--- config.mk ---
export PLATFORM = sky130hd
export DESIGN_NAME = game_target_motion
export DESIGN_NICKNAME = d
export VERILOG_FILES = /design/src/rtl/game_target_motion.sv
export SDC_FILE = /design/constraint.sdc
export NUM_CORES = 1
export LEC_CHECK = 0
export ABC_AREA = 1
export CAP_MARGIN = 10
export CORE_ASPECT_RATIO = 0.75
export CORE_MARGIN = 2
export CORE_UTILIZATION = 54
export DETAILED_ROUTE_END_ITERATION = 10
export PLACE_DENSITY = 0.95
export SLEW_MARGIN = 25
export SYNTH_ARGS = -nofsm -noshare
export SYNTH_HDL_FRONTEND = slang
export SYNTH_SLANG_ARGS = --single-unit
--- constraint.sdc ---
create_clock -name clk -period 3.8 [get_ports clk]
set_input_delay 0.76 -clock clk [delete_from_list [all_inputs] [get_ports clk]]
set_output_delay 0.76 -clock clk [all_outputs]
set_load 0.01 [all_outputs]
--- src/rtl/game_target_motion.sv ---
// Target sprite motion: per-target position/direction registers, advanced one target per clock
// by a sweep started on frame_tick, with edge/collision bounces and a spawn/teleport port.
`ifndef N_TARGETS
`define N_TARGETS 4
`endif

module game_target_motion #(
    parameter int N_TARGETS = `N_TARGETS,
    parameter int W_X       = 10,
    parameter int W_Y       = 9,
    parameter int SCREEN_W  = 640,
    parameter int SCREEN_H  = 480,
    parameter int SPRITE_W  = 16,
    parameter int SPRITE_H  = 16,
    parameter int SPEED     = 1,
    parameter int W_IDX     = (N_TARGETS > 1) ? $clog2(N_TARGETS) : 1
) (
    input  logic                              clk,
    input  logic                              rst_n,
    input  logic                              frame_tick,
    input  logic [N_TARGETS-1:0]              enable_targets,
    input  logic [N_TARGETS-1:0]              collide_x,
    input  logic [N_TARGETS-1:0]              collide_y,
    input  logic                              spawn_valid,
    output logic                              spawn_ready,
    input  logic [W_IDX-1:0]                  spawn_idx,
    input  logic [W_X-1:0]                    spawn_x,
    input  logic [W_Y-1:0]                    spawn_y,
    input  logic [1:0]                        spawn_dir,
    output logic [N_TARGETS-1:0][W_X-1:0]     sprite_left,
    output logic [N_TARGETS-1:0][W_X-1:0]     sprite_right,
    output logic [N_TARGETS-1:0][W_Y-1:0]     sprite_top,
    output logic [N_TARGETS-1:0][W_Y-1:0]     sprite_bottom,
    output logic                              busy,
    output logic                              update_done
);

    localparam int WA = ((W_X > W_Y) ? W_X : W_Y) + 1;
    localparam logic [W_X-1:0] X_MAX = W_X'(SCREEN_W - SPRITE_W);
    localparam logic [W_Y-1:0] Y_MAX = W_Y'(SCREEN_H - SPRITE_H);

    typedef enum logic [1:0] {
        ST_IDLE   = 2'd0,
        ST_UPDATE = 2'd1,
        ST_DONE   = 2'd2
    } state_t;

    state_t                        state_r, state_n;
    logic [W_IDX-1:0]              idx_r, idx_n;
    logic [N_TARGETS-1:0][W_X-1:0] x_r;
    logic [N_TARGETS-1:0][W_Y-1:0] y_r;
    logic [N_TARGETS-1:0]          dxn_r, dyn_r, pend_x_r, pend_y_r;

    logic [WA:0]       step_x_s, step_y_s;
    logic [W_X-1:0]    nx_x_s, sp_x_s;
    logic [W_Y-1:0]    nx_y_s, sp_y_s;
    logic              nx_dxn_s, nx_dyn_s, flip_dxn_s, flip_dyn_s;
    logic              spawn_hit_s, updating_s;
    logic              unused_s;

    // Move one axis by SPEED in the given direction; result is {new_neg, new_pos}, clamped to [0, lim].
    function automatic logic [WA:0] step_axis(input logic [WA-1:0] pos, input logic neg,
                                              input logic [WA-1:0] lim);
        logic [WA:0] r;
        if (neg) begin
            if (pos <= WA'(SPEED)) r = {1'b0, {WA{1'b0}}};
            else                   r = {1'b1, pos - WA'(SPEED)};
        end else begin
            if (pos + WA'(SPEED) >= lim) r = {1'b0, lim} | {1'b1, {WA{1'b0}}};
            else                         r = {1'b0, pos + WA'(SPEED)};
        end
        return r;
    endfunction

    assign updating_s  = (state_r == ST_UPDATE);
    assign spawn_ready = (state_r == ST_IDLE);
    assign busy        = (state_r != ST_IDLE);
    assign update_done = (state_r == ST_DONE);
    assign spawn_hit_s = spawn_valid && spawn_ready && (int'(spawn_idx) < N_TARGETS);
    assign sp_x_s      = (spawn_x > X_MAX) ? X_MAX : spawn_x;
    assign sp_y_s      = (spawn_y > Y_MAX) ? Y_MAX : spawn_y;

    // Next position/direction of the target currently addressed by the sweep.
    always_comb begin
        flip_dxn_s = dxn_r[idx_r] ^ pend_x_r[idx_r];
        flip_dyn_s = dyn_r[idx_r] ^ pend_y_r[idx_r];
        step_x_s   = step_axis(WA'(x_r[idx_r]), flip_dxn_s, WA'(X_MAX));
        step_y_s   = step_axis(WA'(y_r[idx_r]), flip_dyn_s, WA'(Y_MAX));
        nx_x_s     = step_x_s[W_X-1:0];
        nx_y_s     = step_y_s[W_Y-1:0];
        nx_dxn_s   = step_x_s[WA];
        nx_dyn_s   = step_y_s[WA];
    end

    assign unused_s = ^{step_x_s[WA-1:W_X], step_y_s[WA-1:W_Y]};

    // Sweep FSM next-state logic.
    always_comb begin
        state_n = state_r;
        idx_n   = idx_r;
        case (state_r)
            ST_IDLE: begin
                if (frame_tick) begin
                    state_n = ST_UPDATE;
                    idx_n   = {W_IDX{1'b0}};
                end else begin
                    state_n = ST_IDLE;
                end
            end
            ST_UPDATE: begin
                if (idx_r == W_IDX'(N_TARGETS - 1)) begin
                    state_n = ST_DONE;
                    idx_n   = {W_IDX{1'b0}};
                end else begin
                    idx_n   = idx_r + W_IDX'(1);
                end
            end
            ST_DONE: begin
                state_n = ST_IDLE;
            end
            default: begin
                state_n = ST_IDLE;
                idx_n   = {W_IDX{1'b0}};
            end
        endcase
    end

    // Sweep FSM state register.
    always_ff @(posedge clk or negedge rst_n) begin
        if (!rst_n) begin
            state_r <= ST_IDLE;
            idx_r   <= {W_IDX{1'b0}};
        end else begin
            state_r <= state_n;
            idx_r   <= idx_n;
        end
    end

    // Position/direction registers; spawn only happens in IDLE so it never meets a sweep write.
    always_ff @(posedge clk or negedge rst_n) begin
        if (!rst_n) begin
            x_r   <= '0;
            y_r   <= '0;
            dxn_r <= '0;
            dyn_r <= '0;
        end else begin
            for (int i = 0; i < N_TARGETS; i++) begin
                if (spawn_hit_s && (spawn_idx == W_IDX'(i))) begin
                    x_r[i]   <= sp_x_s;
                    y_r[i]   <= sp_y_s;
                    dxn_r[i] <= spawn_dir[0];
                    dyn_r[i] <= spawn_dir[1];
                end else if (updating_s && (idx_r == W_IDX'(i)) && enable_targets[i]) begin
                    x_r[i]   <= nx_x_s;
                    y_r[i]   <= nx_y_s;
                    dxn_r[i] <= nx_dxn_s;
                    dyn_r[i] <= nx_dyn_s;
                end
            end
        end
    end

    // Collision pending flags: a pulse landing on the consume cycle survives to the next frame.
    always_ff @(posedge clk or negedge rst_n) begin
        if (!rst_n) begin
            pend_x_r <= '0;
            pend_y_r <= '0;
        end else begin
            for (int i = 0; i < N_TARGETS; i++) begin
                if (spawn_hit_s && (spawn_idx == W_IDX'(i))) begin
                    pend_x_r[i] <= 1'b0;
                    pend_y_r[i] <= 1'b0;
                end else begin
                    pend_x_r[i] <= (pend_x_r[i] & ~(updating_s && (idx_r == W_IDX'(i)))) | collide_x[i];
                    pend_y_r[i] <= (pend_y_r[i] & ~(updating_s && (idx_r == W_IDX'(i)))) | collide_y[i];
                end
            end
        end
    end

    for (genvar g = 0; g < N_TARGETS; g++) begin : g_box
        assign sprite_left[g]   = x_r[g];
        assign sprite_right[g]  = x_r[g] + W_X'(SPRITE_W);
        assign sprite_top[g]    = y_r[g];
        assign sprite_bottom[g] = y_r[g] + W_Y'(SPRITE_H);
    end

endmodule

Word-level counts from Yosys, hierarchy flattened
Cells that the tools add are included.
Word-level totals
  register bits after elaboration: 96
  word-level logic and storage cells: 161
Operators by class
  add/sub/neg operators: 13
  magnitude comparators: 7
  equality and inequality tests: 10
  multiplexer cells: 66
  bitwise operators: 23
  reductions and logical operators: 22
Operators with widths (number)
  $mux W10: 10
  $mux W9: 10
  $mux W12: 6
  $add A10 B5 Y10 const B: 4
  $add A9 B5 Y9 const B: 4
  $mux W1: 29
  $bmux W10 S2: 1
  $bmux W9 S2: 1
  $logic_and A1 B1 Y1: 13
  $add A10 B1 Y11 const B: 1
  $ge A11 B10 Y1 const B: 1
  $ge A11 B9 Y1 const B: 1
  $sub A10 B1 Y11 const B: 1
  $add A9 B1 Y10 const B: 1
  $eq A2 B2 Y1 const B: 5
  $gt A10 B10 Y1 const B: 1
  $le A10 B1 Y1 const B: 1
  $reduce_bool A2 Y1: 5
  $sub A9 B1 Y10 const B: 1
  $gt A9 B9 Y1 const B: 1
  $le A9 B1 Y1 const B: 1
  $and A1 B1 Y1: 8
  $bmux W1 S2: 4
  $or A1 B1 Y1: 8
  other kinds (12): 23

Depth between registers and ports, before layout
  word-level depth: 8
  mapped depth: 20

Worst setup path before layout
OpenSTA, ideal clock, no wires.
  path type: flip-flop to flip-flop
  from: register idx_r[1]
  to: register dxn_r[3]
  data arrival time: 2.256 ns
  required time: 3.675 ns
  slack: 1.420 ns
  cell stages (with the launch flop): 20
  buffers on the path: 2
  cells stage by stage: dfrtp_1 -> inv_2 -> buf_2 -> buf_2 -> nand2_1 -> nand2_1 -> ha_1 -> nand3_1 -> nor2_2 -> nand3_1 -> nand2_1 -> nand2_1 -> nor2_1 -> nand2_1 -> nand2_2 -> nand2_1 -> nand2_1 -> nand2_1 -> nand2_1 -> nand3_1
Between the ends
  word-level cells in the longest chain between the ends: 8
  elaborated cells on any way between the ends: 19
  classes of those cells: 1 x add/sub; 2 x order compare; 1 x eq/ne; 11 x mux; 1 x bitwise; 3 x reduce/logical
Ends and longest elaborated chain
  from (decl): RTL line 49  | logic [W_IDX-1:0] idx_r, idx_n;
  from (signal assigned): RTL line 132  | idx_r <= {W_IDX{1'b0}};
  from (signal assigned): RTL line 135  | idx_r <= idx_n;
  $bmux W10 S2: RTL line 87  | step_x_s = step_axis(WA'(x_r[idx_r]), flip_dxn_s, WA'(X_MAX));
  $mux W10 (implied by the code): RTL line 87
  $add A10 B1 Y11: RTL line 69  | if (pos + WA'(SPEED) >= lim) r = {1'b0, lim} | {1'b1, {WA{1'b0}}};
  $ge A11 B10 Y1: RTL line 69
  $mux W12: RTL line 69
  $mux W12: RTL line 65  | if (neg) begin
  $mux W1: RTL line 153  | end else if (updating_s && (idx_r == W_IDX'(i)) && enable_targets[i]) begin
  $mux W1: RTL line 148  | if (spawn_hit_s && (spawn_idx == W_IDX'(i))) begin
  to (signal, indexed assignment): RTL line 151  | dxn_r[i] <= spawn_dir[0];
  to (signal, indexed assignment): RTL line 156  | dxn_r[i] <= nx_dxn_s;
  to (decl): RTL line 52  | logic [N_TARGETS-1:0] dxn_r, dyn_r, pend_x_r, pend_y_r;
Parallel ways exist; a longest one is shown, timed or not. The select of a mux whose other input is x is not followed.
A chain may end at the register's enable or synchronous reset.

Worst setup path in the final report
  from: register idx_r[0]
  to: register x_r, in the netlist sprite_left[6]
Between the ends
  word-level cells in the longest chain between the ends: 8
  elaborated cells on any way between the ends: 20
  classes of those cells: 2 x add/sub; 2 x order compare; 11 x mux; 1 x bitwise; 4 x reduce/logical
Ends and longest elaborated chain
  $bmux W10 S2: RTL line 87
  $mux W10 (implied by the code): RTL line 87
  $add A10 B1 Y11: RTL line 69, 70
  $ge A11 B10 Y1: RTL line 69
  $mux W12: RTL line 69
  $mux W12: RTL line 65
  $mux W10: RTL line 153
  $mux W10: RTL line 148
  to (signal, indexed assignment): RTL line 149  | x_r[i] <= sp_x_s;
  to (signal, indexed assignment): RTL line 154  | x_r[i] <= nx_x_s;
  to (decl): RTL line 50  | logic [N_TARGETS-1:0][W_X-1:0] x_r;
Parallel ways exist; a longest one is shown, timed or not. The select of a mux whose other input is x is not followed.

==> run metrics <==
CP Launch Point idx_r[0]$_DFFE_PN0P_; Remaining DRCs 0; R2R Path Start idx_r[0]$_DFFE_PN0P_; Least-Margin Pin Slew between 1 and 1.5 ns; clock skew 0.00846 ns; register bit count reported by yosys 96; minimum period implied by the final worst setup slack about 3.2 ns; Max Cap Viol 0; Setup Viol. Count Final 0; Clock Latency Late Sink around 0.36 ns; PwrDens ~1200 nW/um^2; Starting Density 0.554; Post-CTS Hold Fix Bufs 0; Psw approximately 5.7 mW; initial antenna violation count 0; CTS sink count 96; clock share of power 0.095; Logic pwr share 0.711; filler instances approximately 1,000; type of origin of the critical path register; # IOs 194; number of synthesized flops with an enable pin 0; IO buf count just under 200; worst vdd ir between 0.8 and 0.9 mV; Die ar. roughly 14,000 um^2; root buf cell clkbuf_16; Rel. slew slack 0.284; setup bufs post-CTS 0; layout cells sized above 1 0.0684; status completed; placed insts 1,368; cells after synthesis 1,053; vias in the first global route 7,805; via count about 8,300; Bufs on Longest Clock Path 2; Initial DRT Pass Iterations 6; Slew Limit Fails 0; switching share of power 0.520; Finished Core Util 0.722; worst setup margin 0.616 ns; Finished Layout Cells roughly 1,400; top post-synthesis cells by area dfrtp_1, nand2_1, inv_1; nets ~1,300; CP Capture Type register; Synth area leader dfrtp_1; Clk pin slew, worst setup/hold paths about 0.070 ns; Yosys top cell area share 0.333; dpl ws slightly below 0.7 ns; share of power burned in registers 0.195; Lkg Pwr ~4.5 nW; DRT antenna net count 0; overflow left after global routing 0; Worst EP required between 4 and 5 ns; final hold violation count 0; Highest Clock Rate ~310 MHz; DP HPWL roughly 19 mm; HP Class in -> async; synth unique cells 47; vias per cell 6.02; Inserted Diodes 0; Internal Pwr Total roughly 5.2 mW; Setup CP Type reg -> reg; initial DRC count about 1,000; final instance area around 9400 um^2; post-synthesis sequential area ratio 0.333; # H-tree levels 3; die height about 100 um; placed cell area between 9000 and 10,000 um^2; Post-Route WL ~27 mm; largest net degree at the start of global routing 76; Final Hold Slack between 0.4 and 0.5 ns; Total GRT Usage 0.375; global-route wire length before repair 41.4 mm; CP max FO approximately 60; Post-synth ARST share 1.00; WL/cell ~19 um; Power Total between 10 and 15 mW; Num CTS Buffers 9; CTS tree built; Avg Inst Size Synth 6.85 um^2; chip width 137 um; Arr. time, crit path roughly 3.4 ns; Top FF cell, synth dfrtp_1; Tcrit/Tclk final 0.838; Syn Nets approximately 1,100; synth warn 0; PostCTS Resize Cnt 0; row count 36; Mapped Area roughly 7200 um^2; setup_tns 0 ns; routability-driven placement congestion ratio between 0.9 and 1; Core Box Area 13,000 um^2; RSZ-0062 raised after global routing false; area growth from synthesis to layout 30.3%
## cell families (layout without fill, tap and decap cells)
family | after synthesis | in the layout | synth area share
xor+xnor | 47 | 47 | 0.0607
mux | 1 | 1 | 0.00312
fa+ha+maj | 18 | 18 | 0.0312
buf+inv | 194 | 354 | 0.124
flops | 96 | 96 | 0.333
compound gates | 161 | 161 | 0.139
simple gates | 536 | 536 | 0.309
## cell usage after synthesis (all sizes together), types with 2 or more instances
| cell | instances |
|---|---|
| a21oi | 28 |
| a22oi | 17 |
| a31oi | 3 |
| buf | 47 |
| clkbuf | 18 |
| clkinv | 6 |
| dfrtp | 96 |
| ha | 18 |
| inv | 123 |
| nand2 | 386 |
| nand3 | 70 |
| nand4 | 5 |
| nor2 | 56 |
| nor3 | 13 |
| o2111ai | 2 |
| o211ai | 14 |
| o21ai | 61 |
| o21bai | 7 |
| o22ai | 25 |
| or2 | 4 |
| xnor2 | 7 |
| xor2 | 40 |
## worst paths after layout
path	to	slack, ns	depth (start not counted)
max	sprite_left[6]$_DFFE_PN0P_	0.62	19
min	sprite_left[11]$_DFFE_PN0P_	0.43	1
max reg2reg	sprite_left[6]$_DFFE_PN0P_	0.62	19
min reg2reg	dxn_r[1]$_DFFE_PN0P_	0.51	2
max in group asynchronous	sprite_top[11]$_DFFE_PN0P_	2.71	2
min in group clk	dxn_r[1]$_DFFE_PN0P_	0.51	2
## critical path, cell delays in order, from the launching register on
cell and delay, ns:
dfrtp_2 0.37, buf_4 0.55, nand2_1 0.14, o21ai_0 0.13
nand2_1 0.07, nand2_1 0.18, ha_1 0.23, nand3_1 0.13
nor2_2 0.19, nand3_1 0.12, nand2_1 0.09, nand2_1 0.05
nor2_1 0.10, nand2_1 0.07, nand2_2 0.09, nand2_1 0.06
nand2_1 0.12, nand2_1 0.15, nand2_1 0.10, nand2_1 0.09
## cell type report
type                       count  area (um^2)  share of cell area
clock inverter                 6         90.1             0.00958
inverter                     129          484              0.0515
clock buffer                  10          239              0.0254
multi-input combinational    763         3920               0.417
tap                          171          214              0.0228
sequential                    96         2400               0.256
timing repair buffer         209         2050               0.218
## cells in the final DEF, fill, tap and decap left out, types with 2 or more instances in the layout
master | netlist | final
o21bai_1 | 6 | 6
xor2_1 | 40 | 40
o22ai_1 | 21 | 21
inv_6 | 0 | 2
nor2_2 | 4 | 4
nand2_1 | 373 | 373
clkdlybuf4s50_1 | 0 | 192
nand2_4 | 2 | 2
o21ai_1 | 13 | 13
clkbuf_16 | 0 | 9
nand3_1 | 69 | 69
o2111ai_1 | 2 | 2
o211ai_1 | 14 | 14
bufinv_16 | 0 | 2
dfrtp_1 | 96 | 95
buf_4 | 34 | 16
xnor2_1 | 5 | 5
nor2_1 | 51 | 51
ha_1 | 18 | 18
a22oi_1 | 16 | 16
a31oi_1 | 3 | 3
clkinv_1 | 6 | 6
nor3_1 | 10 | 10
a21oi_1 | 28 | 28
nand4_1 | 5 | 5
inv_2 | 12 | 12
inv_1 | 111 | 111
nor3_2 | 3 | 3
o21ai_2 | 3 | 3
or2_2 | 3 | 3
o21ai_0 | 45 | 45
nand2_2 | 11 | 11
o22ai_2 | 4 | 4
## state kept, by name, summed over array words and instances, names as in the netlist
name / count
pend_x_r: 4
sprite_left: 40
sprite_top: 36
pend_y_r: 4
idx_r: 2
dxn_r: 4
state_r: 2
dyn_r: 4
## per-layer routing
layer  wire length [um]  part of all wire  GRT usage
met2              11500              0.43      0.549
met3               4240              0.16      0.124
met5                  0                 0          0
met4                932             0.035      0.141
met1              10100              0.38      0.513
## power by group through the flow
| stage | Sequential, mW | Combinational [mW] | Clock (mW) |
|---|---|---|---|
| floorplan | 2.10 | 4.64 | 0 |
| global placement | 2.08 | 7.32 | 0 |
| detailed placement | 2.11 | 7.47 | 0 |
| CTS | 2.09 | 7.54 | 1.02 |
| global route | 2.16 | 8.35 | 1.06 |
| finish | 2.12 | 7.73 | 1.03 |
No activity file was read; power rests on OpenSTA's default activity.
